$ cat config.mk
export PLATFORM = sky130hd
export DESIGN_NAME = pipe_ctrl
export DESIGN_NICKNAME = d
export VERILOG_FILES = /design/src/rtl/pipe_ctrl.sv
export SDC_FILE = /design/constraint.sdc
export NUM_CORES = 1
export LEC_CHECK = 0
export BUFFER_PORTS_ARGS = -buffer_cell sky130_fd_sc_hd__clkbuf_2
export CORE_MARGIN = 2
export CORE_UTILIZATION = 43
export CTS_CLUSTER_SIZE = 16
export DETAILED_ROUTE_END_ITERATION = 10
export GPL_TIMING_DRIVEN = 0
export PLACE_DENSITY = 0.74
export SKIP_CTS_REPAIR_TIMING = 1
export SYNTH_ARGS = -nofsm -noshare
export SYNTH_HDL_FRONTEND = slang
export SYNTH_SLANG_ARGS = --single-unit
export TNS_END_PERCENT = 100
$ cat constraint.sdc
create_clock -name iclk -period 2.1 [get_ports iclk]
set_clock_uncertainty 0.15 [all_clocks]
set_input_delay 0.21 -clock iclk [delete_from_list [all_inputs] [get_ports iclk]]
set_output_delay 0.21 -clock iclk [all_outputs]
set_load 0.02 [all_outputs]
$ cat src/rtl/pipe_ctrl.sv
// rtl/pipe_ctrl.sv - pipeline stall/flush controller with memory-wait, mul/div-wait and halt
module pipe_ctrl #(
    parameter int MEM_TIMEOUT = 16,
    parameter int CNT_W       = 16
) (
    input  logic             iclk,
    input  logic             irst_n,
    input  logic             ihz_stall_fetch,
    input  logic             ihz_stall_decod,
    input  logic             ihz_flush_decod,
    input  logic             ihz_flush_exect,
    input  logic             imd_valid_exect,
    input  logic             imd_done,
    input  logic             imem_req,
    input  logic             imem_ack,
    output logic             ostall_fetch,
    output logic             ostall_decod,
    output logic             ostall_exect,
    output logic             ostall_mem,
    output logic             oflush_decod,
    output logic             oflush_exect,
    output logic             oflush_mem,
    output logic             oflush_wrt,
    output logic             omd_start,
    output logic [1:0]       ostate,
    output logic             ohalt,
    output logic [CNT_W-1:0] ostall_cycles
);

    typedef enum logic [1:0] {
        S_RUN      = 2'b00,
        S_MEM_WAIT = 2'b01,
        S_MD_WAIT  = 2'b10,
        S_HALT     = 2'b11
    } state_t;

    state_t     state;
    logic [7:0] wait_cnt;
    logic       memwait;

    assign memwait = imem_req & ~imem_ack;
    assign ostate  = state;
    assign ohalt   = (state == S_HALT);

    // Outputs are gated by irst_n so they read 0 for the whole reset window.
    always_comb begin
        ostall_fetch = 1'b0;
        ostall_decod = 1'b0;
        ostall_exect = 1'b0;
        ostall_mem   = 1'b0;
        oflush_decod = 1'b0;
        oflush_exect = 1'b0;
        oflush_mem   = 1'b0;
        oflush_wrt   = 1'b0;
        omd_start    = 1'b0;
        if (irst_n) begin
            unique case (state)
                S_RUN, S_MEM_WAIT: begin
                    if ((state == S_RUN) ? memwait : ~imem_ack) begin
                        {ostall_fetch, ostall_decod, ostall_exect, ostall_mem} = 4'b1111;
                        oflush_wrt = 1'b1;
                    end else if (state == S_RUN && imd_valid_exect) begin
                        omd_start = 1'b1;
                        {ostall_fetch, ostall_decod, ostall_exect} = 3'b111;
                        oflush_mem = 1'b1;
                    end else begin
                        ostall_fetch = ihz_stall_fetch;
                        ostall_decod = ihz_stall_decod;
                        oflush_decod = ihz_flush_decod;
                        oflush_exect = ihz_flush_exect;
                    end
                end
                S_MD_WAIT: begin
                    if (!imd_done) begin
                        {ostall_fetch, ostall_decod, ostall_exect} = 3'b111;
                        oflush_mem = 1'b1;
                    end
                end
                S_HALT: begin
                    {ostall_fetch, ostall_decod, ostall_exect, ostall_mem} = 4'b1111;
                end
                default: ;
            endcase
        end
    end

    // wait_cnt counts consecutive unacked cycles, including the one spent in RUN.
    always_ff @(posedge iclk or negedge irst_n) begin
        if (!irst_n) begin
            state    <= S_RUN;
            wait_cnt <= 8'd0;
        end else begin
            unique case (state)
                S_RUN: begin
                    if (memwait) begin
                        state    <= S_MEM_WAIT;
                        wait_cnt <= 8'd1;
                    end else if (imd_valid_exect) begin
                        state <= S_MD_WAIT;
                    end
                end
                S_MEM_WAIT: begin
                    if (imem_ack) begin
                        state    <= S_RUN;
                        wait_cnt <= 8'd0;
                    end else begin
                        wait_cnt <= wait_cnt + 8'd1;
                        if (wait_cnt >= 8'(MEM_TIMEOUT - 1))
                            state <= S_HALT;
                    end
                end
                S_MD_WAIT: begin
                    if (imd_done)
                        state <= S_RUN;
                end
                S_HALT: state <= S_HALT;
                default: state <= S_RUN;
            endcase
        end
    end

    always_ff @(posedge iclk or negedge irst_n) begin
        if (!irst_n)
            ostall_cycles <= '0;
        else if (ostall_fetch && (ostall_cycles != {CNT_W{1'b1}}))
            ostall_cycles <= ostall_cycles + CNT_W'(1);
    end

endmodule

==> impl_metrics.py, run 1 <==
metrics = {
    "power_and_ir_drop": {
        "power_mw": 1.86,
        "powerDensity_mw_per_mm2": 1050,
        "leakagePower_nw": 0.852,
        "peakVddDrop_mv": 0.642,
    },
    "cts": {
        "cts.htree.levels": 1,
        "clockRootBuffer": "clkbuf_4",
        "clk_path_buf_depth": 2,
        "cts.sinks": 26,
        "insertion_delay_ns": 0.33,
        "path_clk_slew_ns": 0.13,
        "cts_tree": "built",
        "cts_buffers": 3,
    },
    "final_layout": {
        "final_cell_mix": "clkbuf_2 (37), dfrtp_1 (25), nand3_1 (16), xnor2_1 (13), nand2_1 (12)",
        "fin_nets": 202,
        "fin_area_mm2": 0.00178,
        "final_common_cell": "clkbuf_2",
        "fill_cells": 296,
        "antenna_cells": 0,
        "drive_above_1_share_pct": 32.8,
        "area_growth_pct": 24.6,
    },
    "run_status": {
        "status": "completed",
    },
    "timing": {
        "period_needed_ns": 2.03,
        "worstMarginPinSlew_ns": 0.754,
        "clock.fmax_ghz": 0.494,
        "worst_slack_ns": 0.0747,
        "fin_crit_sh_pct": 96.4,
        "hold_viol": 0,
        "slew_headroom_pct": 49.2,
        "slew_viol_final": 0,
        "setup_viol": 0,
        "timing.hold.ws_ns": 0.0277,
        "fin_tns_setup_ns": 0,
    },
    "synth": {
        "syn_inst": 145,
        "synthTopCellsByArea": "dfrtp_1 (46%), xnor2_1 (8.0%), nand3_1 (5.6%), nand2_1 (3.2%), nor2_1 (3.2%)",
        "yosys.area.top_type": "dfrtp_1",
        "synth_seq_area_share_pct": 45.6,
        "syn_avg_cell_area_um2": 9.85,
        "ys_types": 36,
        "synth_top_cell_area_share_pct": 45.6,
        "syn_nets": 157,
        "yosysWarnings": 0,
        "netlist_area_mm2": 0.00143,
        "ys_ff_latch": 26,
    },
    "placement": {
        "place_ws_ns": -0.0690,
        "numPortBuffers": 37,
        "gp_congestion": 0.819,
        "postPlaceCellArea_mm2": 0.00167,
        "dp_hpwl_mm": 2.34,
    },
    "routing": {
        "ant_nets": 0,
        "vias": 1271,
        "routed_wl_mm": 3.40,
        "first_pass_iters": 4,
        "wl_per_cell_um": 14.6,
        "viasPerCell": 5.45,
        "first_iter_violations": 79,
        "drc": 0,
    },
    "die": {
        "dieArea_mm2": 0.00380,
        "dieHeight_um": 61.6,
        "start_util_pct": 46.0,
        "rows": 20,
        "die_w_um": 61.6,
        "coreArea_mm2": 0.00310,
        "io-pin-count": 38,
    },
    "setup_path": {
        "critPathMaxFanout": 6,
        "crit_arrival_ns": 1.67,
        "cpPeakStageDelay_ns": 0.47,
        "path_cells": "o21ba_4 -> nor4_4 -> nor2_2 -> buf_2",
        "cpMaxStageDelayCell": "dfrtp_2",
        "critical_path_required_ns": 1.74,
        "criticalPathCategory": "reg -> out",
        "cp-end-kind": "output port",
        "start_kind": "flip-flop",
    },
    "grt": {
        "grt_remaining_overflow": 0,
        "grt_pass1_wl_mm": 5.20,
        "grt_pass1_vias": 1110,
        "antenna_found_initial": 0,
        "grtUsageTotal_pct": 18.7,
        "grt_max_degree": 34,
    },
    "hold_path": {
        "min_path_type": "in -> reg",
    },
    "flow_run": {
        "maxCapViolCount": 0,
    },
}
==> Yosys cell counts (all sizes together) <==
cell type,count
dfrtp,26
nand3,16
nand2,13
nor2,13
xnor2,13
o21ai,12
and3,8
a21oi,5
nor3,5
inv,4
nand4,4
and2,3
mux2,3
nor4,3
xor2,3
ha,2
nor2b,2
a32o,1
and4,1
buf,1
clkbuf,1
nand2b,1
nand3b,1
o21ba,1
o31ai,1
or2,1
or2b,1
==> worst max-delay path: cells and delay by family (launching register included) <==
family          cells  cell delay, ns
compound gates      1            0.24
buf+inv             1            0.17
flops               1            0.47
simple gates        2            0.47
==> power breakdown <==
part           switching [mW]  internal (mW)
sequential              0.147          0.597
combinational           0.484          0.285
clock                   0.153          0.193
total                   0.784           1.07
==> sequential cells by signal, indices dropped and copies added, names as in the netlist <==
register	cells
ostall_cycles	16
wait_cnt	8
ostate	2
==> final timing paths <==
check | startpoint | endpoint | slack [ns] | cells after the start
min in group asynchronous | irst_n | ostall_cycles[2]$_DFFE_PN0P_ | 0.36 | 3
worst max register to register | ostate[0]$_DFFE_PN0P_ | ostall_cycles[15]$_DFFE_PN0P_ | 0.22 | 6
worst min-delay path | imem_ack | ostate[0]$_DFFE_PN0P_ | 0.03 | 2
max in group asynchronous | irst_n | ostate[0]$_DFFE_PN0P_ | 1.27 | 3
worst max-delay path | ostate[0]$_DFFE_PN0P_ | ostall_fetch | 0.07 | 4
worst min register to register | wait_cnt[2]$_DFFE_PN0P_ | wait_cnt[2]$_DFFE_PN0P_ | 0.35 | 1
==> kinds of logic (layout without fill, tap and decap cells) <==
| logic type | Yosys count | count (layout) | share of synthesized area, % |
|---|---|---|---|
| buf+inv | 6 | 50 | 1.66 |
| flops | 26 | 26 | 45.6 |
| mux | 3 | 3 | 2.89 |
| compound gates | 20 | 20 | 7.89 |
| fa+ha+maj | 2 | 2 | 1.75 |
| simple gates | 72 | 72 | 30.4 |
| xor+xnor | 16 | 16 | 9.82 |
==> layout make-up <==
type	count	area [um2]	area share, %
Multi-Input combinational cell	113	772	43.4
Sequential cell	26	652	36.6
Timing Repair Buffer	40	223	12.5
Tap cell	44	55.1	3.09
Clock inverter	1	30.0	1.69
Clock buffer	3	22.5	1.27
Inverter	4	15.0	0.844
Buffer	2	10.0	0.563
==> stage by stage <==
step,util [%],std cells
2_1_floorplan,-,145
3_3_place_gp,53.8,226
3_5_place_dp,53.8,226
4_1_cts,55.4,230
5_1_grt,57.3,233
6_report,57.3,233
==> per-layer routing <==
metal  wire length, um  up-vias  global-route usage [%]
met3               188        7                    2.94
met4                53        0                    6.99
met5                 0        -                       0
met1              1460      617                    23.7
met2              1690       47                    32.2
li1                  -      600                       -
Note: power is estimated with default switching activity, not from simulation.
==> run 2: changes to the inputs <==
--- a/config.mk
+++ b/config.mk
@@ -12,4 +12,5 @@
 export DETAILED_ROUTE_END_ITERATION = 10
 export GPL_TIMING_DRIVEN = 0
+export MAX_ROUTING_LAYER = met4
 export PLACE_DENSITY = 0.74
 export SKIP_CTS_REPAIR_TIMING = 1
==> constraint.sdc (replaced) <==
create_clock -name iclk -period 2.1 [get_ports iclk]
set_clock_uncertainty 0.15 [all_clocks]
set_input_delay 0.42 -clock iclk [delete_from_list [all_inputs] [get_ports iclk]]
set_output_delay 0.42 -clock iclk [all_outputs]
set_load 0.02 [all_outputs]
==> run 2 against run 1 <==
Against the previous run:
- the run now ends with setup timing left
- wire length grew 2.5%
- critical path depth stayed put
- worst hold slack improved by 0.22 ns
- sequential cell count is the same
- largest power group unchanged
==> impl_metrics.py, run 2 (same netlist as run 1, synthesis figures left out) <==
metrics = {
    "grt": {
        "globalRouteMet1Util_pct": 23.8,
        "grt-busiest-layer": "met2",
        "use_met2_pct": 32.2,
        "grt_max_degree": 34,
        "met3_usage_pct": 2.52,
        "grt_pass1_vias": 1113,
        "grtUsageTotal_pct": 19.3,
        "antenna_found_initial": 0,
        "grt_remaining_overflow": 0,
        "grt_pass1_wl_mm": 5.18,
    },
    "final_layout": {
        "final_cell_mix": "clkbuf_2 (33), dfrtp_1 (25), nand3_1 (16), xnor2_1 (13), nand2_1 (12)",
        "ff_latch_area_um2": 652,
        "antenna_cells": 0,
        "regMostFlops": "ostall_cycles",
        "largest_reg_flops": 16,
        "final_common_cell": "clkbuf_2",
        "multiInputGateArea_um2": 796,
        "fin_nets": 205,
        "fill_cells": 292,
        "finalNonFillerCells": 236,
        "area_growth_pct": 29.3,
        "drive_above_1_share_pct": 35.4,
    },
    "die": {
        "coreArea_mm2": 0.00310,
        "start_util_pct": 46.0,
        "die_w_um": 61.6,
        "io-pin-count": 38,
        "rows": 20,
        "dieArea_mm2": 0.00380,
        "dieHeight_um": 61.6,
    },
    "placement": {
        "dp_hpwl_mm": 2.34,
        "numPortBuffers": 37,
        "dp.cells": 226,
        "gp_congestion": 0.832,
    },
    "timing": {
        "clock.fmax_ghz": 0.458,
        "setup_viol": 5,
        "fin_crit_sh_pct": 104,
        "slew_headroom_pct": 48.3,
        "hold_viol": 0,
        "period_needed_ns": 2.19,
        "worst_slack_ns": -0.0856,
        "rsz0062_at_grt": "true",
        "fin_tns_setup_ns": -0.147,
        "slew_viol_final": 0,
        "worstMarginPinSlew_ns": 0.768,
    },
    "setup_path": {
        "r2r_end": "ostall_cycles[15]$_DFFE_PN0P_",
        "critPathMaxFanout": 5,
        "rrSetupSlack_ns": 0.22,
        "worstRegToRegCells": 7,
        "cp-end-kind": "output port",
        "r2r-start": "ostate[0]$_DFFE_PN0P_",
        "criticalPathCategory": "reg -> out",
        "cpMaxStageDelayCell": "dfrtp_1",
        "cpPeakStageDelay_ns": 0.44,
        "crit_arrival_ns": 1.62,
        "path_cells": "o21ba_4 -> nor4_4 -> nor2_2 -> buf_6",
        "critical_path_required_ns": 1.53,
        "start_kind": "flip-flop",
    },
    "run_status": {
        "violations": "setup timing",
        "status": "finished with violations",
    },
    "hold_path": {
        "min_path_type": "in -> reg",
        "min_to": "ostate[0]$_DFFE_PN0P_",
        "hold-path-cell-count": 2,
        "min-delay-start": "imem_ack",
    },
    "flow_run": {
        "maxCapViolCount": 0,
    },
    "routing": {
        "vias": 1294,
        "ant_nets": 0,
        "routed_wl_mm": 3.48,
        "first_pass_iters": 5,
        "drc": 0,
        "wl_per_cell_um": 14.7,
        "viasPerCell": 5.48,
        "first_iter_violations": 43,
    },
    "cts": {
        "clockRootBuffer": "clkbuf_4",
        "path_clk_slew_ns": 0.13,
        "cts_tree": "built",
        "cts.sinks": 26,
        "insertion_delay_ns": 0.33,
        "cts.htree.levels": 1,
        "clk_path_buf_depth": 2,
        "cts_buffers": 3,
    },
    "power_and_ir_drop": {
        "peakVddDrop_mv": 0.643,
        "powerDensity_mw_per_mm2": 1050,
        "power_mw": 1.94,
        "leakagePower_nw": 0.882,
    },
}
[run 2: power breakdown]
part	switching (mW)	total (mW)	internal [mW]
Clock	0.150	0.344	0.193
Combinational	0.513	0.853	0.340
Sequential	0.151	0.748	0.597
Total	0.814	1.94	1.13
[run 2: per-stage QoR]
step	area, um2	hold WS [ns]	util [%]	setup WS, ns
2_1_floorplan	1430	-0.0256	-	0.165
3_3_place_gp	1670	0.323	53.8	-0.203
3_5_place_dp	1670	0.326	53.8	-0.279
4_1_cts	1720	-0.00196	55.4	-0.254
5_1_grt	1850	0.247	59.5	-0.178
6_report	1850	0.247	59.5	-0.0856
[run 2: metal layers]
layer	wire length, um	vias to the layer above	part of all wire [%]
li1	-	605	-
met1	1500	637	43
met2	1770	46	51
met3	139	6	4.0
met4	70	0	2.0
met5	0	-	0
[run 2: how the worst max path moves through the flow]
stage                     startpoint                            end  cells past startpoint  slack, ns
2_1_floorplan  ostate[0]$_DFFE_PN0P_  ostall_cycles[14]$_DFFE_PN0P_                      5       0.17
3_3_place_gp                  irst_n  ostall_cycles[15]$_DFFE_PN0P_                      6      -0.20
3_5_place_dp                  irst_n  ostall_cycles[15]$_DFFE_PN0P_                      6      -0.28
4_1_cts        ostate[1]$_DFFE_PN0P_                     oflush_wrt                      4      -0.25
5_1_grt        ostate[0]$_DFFE_PN0P_                   ostall_fetch                      4      -0.18
6_report       ostate[0]$_DFFE_PN0P_                   ostall_fetch                      4      -0.09
[run 2: area by class of cell]
class / count / share of cell area, %
multi-input cells: 113 / 43.1
flip-flops and latches: 26 / 35.3
repair buffers: 43 / 14.2
well taps: 44 / 2.98
clock inverters: 1 / 1.63
clock buffers: 3 / 1.22
inverters: 4 / 0.949
plain buffers: 2 / 0.542
[run 2: worst max-delay path: cells and delay by family, from the launching register on]
| family | cells | cell delay [ns] |
|---|---|---|
| simple gates | 2 | 0.48 |
| flops | 1 | 0.44 |
| compound gates | 1 | 0.22 |
| buf+inv | 1 | 0.15 |
